**src/rtl/cfa_pkg.sv**
```systemverilog
// Shared constants and payload types for the CFA interpolation blend stages.
package cfa_pkg;

  localparam int unsigned PIX_W = 8;
  localparam int unsigned WMAX  = 255;
  localparam int unsigned RND   = 128;
  // Product-sum width: 255*255 fits in 16 bits.
  localparam int unsigned XW    = 16;

  // Stage-1 payload: raw operands plus end-of-line tag.
  typedef struct packed {
    logic [PIX_W-1:0] weight;
    logic [PIX_W-1:0] pix_a;
    logic [PIX_W-1:0] pix_b;
    logic             last;
  } s1_t;

  // Stage-2 payload: weighted sum awaiting division by 255.
  typedef struct packed {
    logic [XW-1:0] x;
    logic          last;
  } s2_t;

endpackage

```
**src/rtl/blend_div255.sv**
```systemverilog
// Combinational round-half-up divide by 255 for x in 0..65025.
module blend_div255
  import cfa_pkg::*;
(
  input  logic [XW-1:0]    x,
  output logic [PIX_W-1:0] q
);

  logic [XW:0] y;
  logic [XW:0] s;

  // y + (y>>8) folds the 1/255 = 1/256 * (1 + 1/256 + ...) series; exact over the input range.
  assign y = (XW+1)'(x) + (XW+1)'(RND);
  assign s = y + (y >> 8);
  assign q = PIX_W'(s >> 8);

endmodule

```
**src/rtl/blend_mixer.sv**
```systemverilog
// Three-stage alpha blend of two candidate pixels with valid/ready flow control,
// end-of-line passthrough and a per-line accepted-beat counter.
module blend_mixer
  import cfa_pkg::*;
#(
  parameter int unsigned DW = PIX_W,
  parameter int unsigned CW = 16
) (
  input  logic          clk,
  input  logic          rst,
  input  logic          in_valid,
  output logic          in_ready,
  input  logic [DW-1:0] weight,
  input  logic [DW-1:0] pix_a,
  input  logic [DW-1:0] pix_b,
  input  logic          in_last,
  output logic          out_valid,
  input  logic          out_ready,
  output logic [DW-1:0] pix_out,
  output logic          out_last,
  output logic [CW-1:0] pix_cnt
);

  logic v1, v2, v3;
  logic r1, r2, r3;
  s1_t  s1;
  s2_t  s2;

  logic [PIX_W-1:0] inv_w;
  logic [XW-1:0]    x_c;
  logic [PIX_W-1:0] q_c;

  // Ready chain: each stage can take a beat when empty or when its successor moves.
  assign r3        = out_ready;
  assign r2        = !v3 || r3;
  assign r1        = !v2 || r2;
  assign in_ready  = !v1 || r1;
  assign out_valid = v3;

  // Weighted sum; 255 - weight cannot underflow for an 8-bit weight.
  assign inv_w = PIX_W'(WMAX) - s1.weight;
  assign x_c   = XW'(s1.pix_a) * XW'(inv_w) + XW'(s1.pix_b) * XW'(s1.weight);

  blend_div255 u_div (
    .x (s2.x),
    .q (q_c)
  );

  // Stage valid flags; reset discards every in-flight beat.
  always_ff @(posedge clk) begin
    if (rst) begin
      v1 <= 1'b0;
      v2 <= 1'b0;
      v3 <= 1'b0;
    end else begin
      if (in_ready) v1 <= in_valid;
      if (r1)       v2 <= v1;
      if (r2)       v3 <= v2;
    end
  end

  // Stage payloads; only real beats are captured so held data never changes under a stall.
  always_ff @(posedge clk) begin
    if (rst) begin
      s1       <= '0;
      s2       <= '0;
      pix_out  <= '0;
      out_last <= 1'b0;
    end else begin
      if (in_ready && in_valid) begin
        s1.weight <= PIX_W'(weight);
        s1.pix_a  <= PIX_W'(pix_a);
        s1.pix_b  <= PIX_W'(pix_b);
        s1.last   <= in_last;
      end
      if (r1 && v1) begin
        s2.x    <= x_c;
        s2.last <= s1.last;
      end
      if (r2 && v2) begin
        pix_out  <= DW'(q_c);
        out_last <= s2.last;
      end
    end
  end

  // Per-line output beat counter; the end-of-line transfer restarts it at zero.
  always_ff @(posedge clk) begin
    if (rst) begin
      pix_cnt <= '0;
    end else if (out_valid && out_ready) begin
      pix_cnt <= out_last ? '0 : pix_cnt + CW'(1);
    end
  end

endmodule

```
**config.mk**
```make
export PLATFORM = sky130hd
export DESIGN_NAME = blend_mixer
export DESIGN_NICKNAME = d
export VERILOG_FILES = /design/src/rtl/cfa_pkg.sv /design/src/rtl/blend_div255.sv /design/src/rtl/blend_mixer.sv
export SDC_FILE = /design/constraint.sdc
export NUM_CORES = 1
export LEC_CHECK = 0
export BUFFER_PORTS_ARGS = -buffer_cell sky130_fd_sc_hd__clkbuf_2
export CORE_MARGIN = 5
export CORE_UTILIZATION = 35
export DETAILED_ROUTE_END_ITERATION = 10
export GPL_TIMING_DRIVEN = 0
export PLACE_DENSITY = 0.52
export SKIP_CTS_REPAIR_TIMING = 1
export SYNTH_ARGS = -nofsm -noshare
export SYNTH_HDL_FRONTEND = slang
export SYNTH_SLANG_ARGS = --single-unit
```
**constraint.sdc**
```tcl
create_clock -name clk -period 9.34 [get_ports clk]
set_input_delay 0.934 -clock clk [delete_from_list [all_inputs] [get_ports clk]]
set_output_delay 0.934 -clock clk [all_outputs]
set_load 0.05 [all_outputs]
```
==> out/metrics.cfg <==
[timing]
grt_setup_unrepaired=false
setup_tns_ns=0
period_minus_slack_ns=6.17
setup_viol=0
holdWs_ns=0.447
hold_viol_final=0
fin_crit_sh=0.661
finalMaxSlewViolations=0
fmax_mhz=162
tightest_slew_ns=0.619
maxSlewHeadroom=0.588
clock_skew_ns=0.00563

[finish]
fin_area_sq_um=8380
drive_gt1_frac=0.0837
antenna_cells=0
area_growth_pct=12.8
finish.net_count=1123
final_core_util=0.400

[synthesis]
synth-edff-count=0
synth_area_sq_um=7430
synth_area_leaders=fa_1 (26%), dfxtp_1 (19%), ha_1 (12%)
yosys_warnings=0
ys_ff_latch=70
synth_xor_area_frac=0.0354
synthCells=861
synth_top_cell_by_area=fa_1
synthArstFlopShare=0
synthesis.nets=1057
seq_area_frac_synth=0.189
avgSynthCellArea_sq_um=8.63
synthDistinctLibCells=51
synth_compound_area_frac=0.0803
synth-adder-area-share=0.378
synth_top_area_frac=0.259
synth_flop_cell=dfxtp_1
synth-simple-area-share=0.223
synthMuxAreaShare=0.00674
synth_top_family_by_area=adder cells

[pwr]
netSwitchingFraction=0.380
sequentialPowerShare=0.288
p_switching_uw=463
cellLeakagePower_uw=0.00403
p_total_uw=1220
ir_worst_vdd_mv=0.108
clkPwrFrac=0.313
comb_power_share=0.398
p_int_uw=757
powerDensity_nw_per_um2=146

[setup_path]
worst_ep_arrival_time_ns=6.46
cp.required_ns=9.62
cp-start-kind=flop
crit_fanout=10
path_buf_inv=4
worst-setup-path-type=flop to flop
cp-end-kind=flop
path_common_cell=fa_1
path_cells=clkbuf_1, nand2_1, fa_1, fa_1, fa_1, inv_1, fa_1, fa_1, inv_1, fa_1, inv_1, ha_1, nand3_1, o2111ai_1, nand3_1, nand2_1, nand3_1, a2111oi_0, nand3b_1
crit_slowest_cell=fa_1
crit_family=adder cells
slowest_delay_ns=0.56

[placed_design]
place.detailed.hpwl_um=14500
place_area_sq_um=8050
portBuffers=55
gp_congestion=0.784

[clock_tree]
worstSkewPairLatency_ns=0.34
htreeDepth=3
clockRootBuffer=clkbuf_16
clkSlewWorstSetupHoldPaths_ns=0.06
cts_tree=done
clk_path_buf_depth=2
clock_sinks=70
cts_buffers=9

[route]
drt_first_pass_iters=4
antenna_left=0
viasPerCell=4.77
wl_per_cell_um=14.8
drt_iter0_markers=233
wl_um=17900
dr_total_vias=5760
drc_errors=0

[die]
die_w_um=156
die_area_sq_um=24200
core_sq_um=21000
rows=53
fp.dieH_um=156
io_pins=56
start_util=0.354

[flow_run]
drv_cap=0

[hold_path]
hold_path.class=flop to flop

[global_routing]
grt-ovfl-total=0
grt_pass1_vias=5917
grt_use_total=0.158
grt_start_max_net_pins=15
grt_antenna_before_repair=0
grt_pass1_wl_um=30700

[status]
status=finished clean

## area by class of cell
class / instances / area (sq um)
Timing Repair Buffer: 55 / 275
Clock inverter: 7 / 106
Multi-Input combinational cell: 620 / 5380
Clock buffer: 9 / 225
Sequential cell: 70 / 1400
Fill cell: 2235 / 12600
Buffer: 27 / 109
Inverter: 144 / 541
Tap cell: 275 / 344
## path summary, 6_finish.rpt
path,start,end,slack (ns),depth (start not counted)
min,s1[0]$_SDFFE_PP0P_,s2[0]$_SDFFE_PP0P_,0.45,2
min reg2reg,s1[0]$_SDFFE_PP0P_,s2[0]$_SDFFE_PP0P_,0.45,2
max,s1[21]$_SDFFE_PP0P_,s2[16]$_SDFFE_PP0P_,3.17,19
max reg2reg,s1[21]$_SDFFE_PP0P_,s2[16]$_SDFFE_PP0P_,3.17,19
## metrics by stage
| stage | setup WS (ns) | instances |
|---|---|---|
| after floorplan | 4.06 | 861 |
| after global placement | 3.21 | 1191 |
| after detailed placement | 3.24 | 1191 |
| after CTS | 3.21 | 1207 |
| after global routing | 2.69 | 1207 |
| final | 3.17 | 1207 |
## power groups by stage
stage | logic (uW) | clock network [uW] | registers (uW)
floorplan | 374 | 0 | 349
global placement | 489 | 0 | 358
detailed placement | 491 | 0 | 358
CTS | 495 | 391 | 351
global route | 571 | 408 | 355
finish | 486 | 382 | 352
## sequential cells by signal, summed over array words and instances, names as in the netlist
register,flops
pix_out,8
out_last,1
v1,1
v2,1
s2,17
out_valid,1
s1,25
pix_cnt,16
## Yosys cell counts, drive strengths merged (4+ instances only)
| master | number |
|---|---|
| ha | 71 |
| o21ai | 9 |
| dfxtp | 70 |
| and2 | 52 |
| a21oi | 55 |
| nor2 | 31 |
| xnor2 | 17 |
| fa | 96 |
| and3 | 6 |
| inv | 144 |
| or3 | 6 |
| nor2b | 37 |
| nand4 | 9 |
| nand2b | 31 |
| nand2 | 109 |
| nand3 | 27 |
| a211oi | 4 |
| mux2i | 5 |
| xor2 | 13 |
| a21o | 5 |
| clkbuf | 25 |
## per-layer routing
layer | part of all wire | track usage | vias to the layer above
met5 | 0 | 0 | -
met4 | 0.011 | 0.0346 | 0
met3 | 0.032 | 0.0247 | 14
met2 | 0.46 | 0.251 | 85
met1 | 0.49 | 0.228 | 2808
li1 | - | - | 2853
## worst reg2reg max path, stage by stage, from the launching register on
cell and delay, ns:
dfxtp_1 0.53, clkbuf_1 0.52, nand2_1 0.17, fa_1 0.48, fa_1 0.47, fa_1 0.54
inv_1 0.05, fa_1 0.49, fa_1 0.56, inv_1 0.06, fa_1 0.53, inv_1 0.04
ha_1 0.35, nand3_1 0.12, o2111ai_1 0.36, nand3_1 0.14, nand2_1 0.13, nand3_1 0.11
a2111oi_0 0.34, nand3b_1 0.15
## cells in the final DEF, fill, tap and decap left out, types with 3 or more instances in the layout
| cell type | instances |
|---|---|
| and3_1 | 5 |
| or4_1 | 3 |
| and2_1 | 52 |
| clkbuf_2 | 55 |
| nor2_1 | 31 |
| mux2i_1 | 5 |
| xor2_1 | 13 |
| clkbuf_1 | 25 |
| nand3_1 | 27 |
| a211oi_1 | 4 |
| nand2b_1 | 31 |
| nor3_1 | 3 |
| a21o_1 | 5 |
| clkbuf_16 | 9 |
| nand4_1 | 9 |
| dfxtp_1 | 70 |
| nand2_1 | 109 |
| nor2b_1 | 37 |
| fa_1 | 96 |
| ha_1 | 71 |
| or3_1 | 6 |
| a31o_1 | 3 |
| a21oi_1 | 55 |
| o21ai_1 | 8 |
| inv_1 | 143 |
| xnor2_1 | 17 |
| clkinv_4 | 3 |
## cell families (layout without fill, tap and decap cells)
logic type | count (synthesis) | after routing
simple gates | 322 | 322
buf+inv | 171 | 242
fa+ha+maj | 167 | 167
compound gates | 95 | 95
flops | 70 | 70
xor+xnor | 30 | 30
mux | 5 | 5
other cells | 1 | 1
No activity file was read; power rests on OpenSTA's default activity.
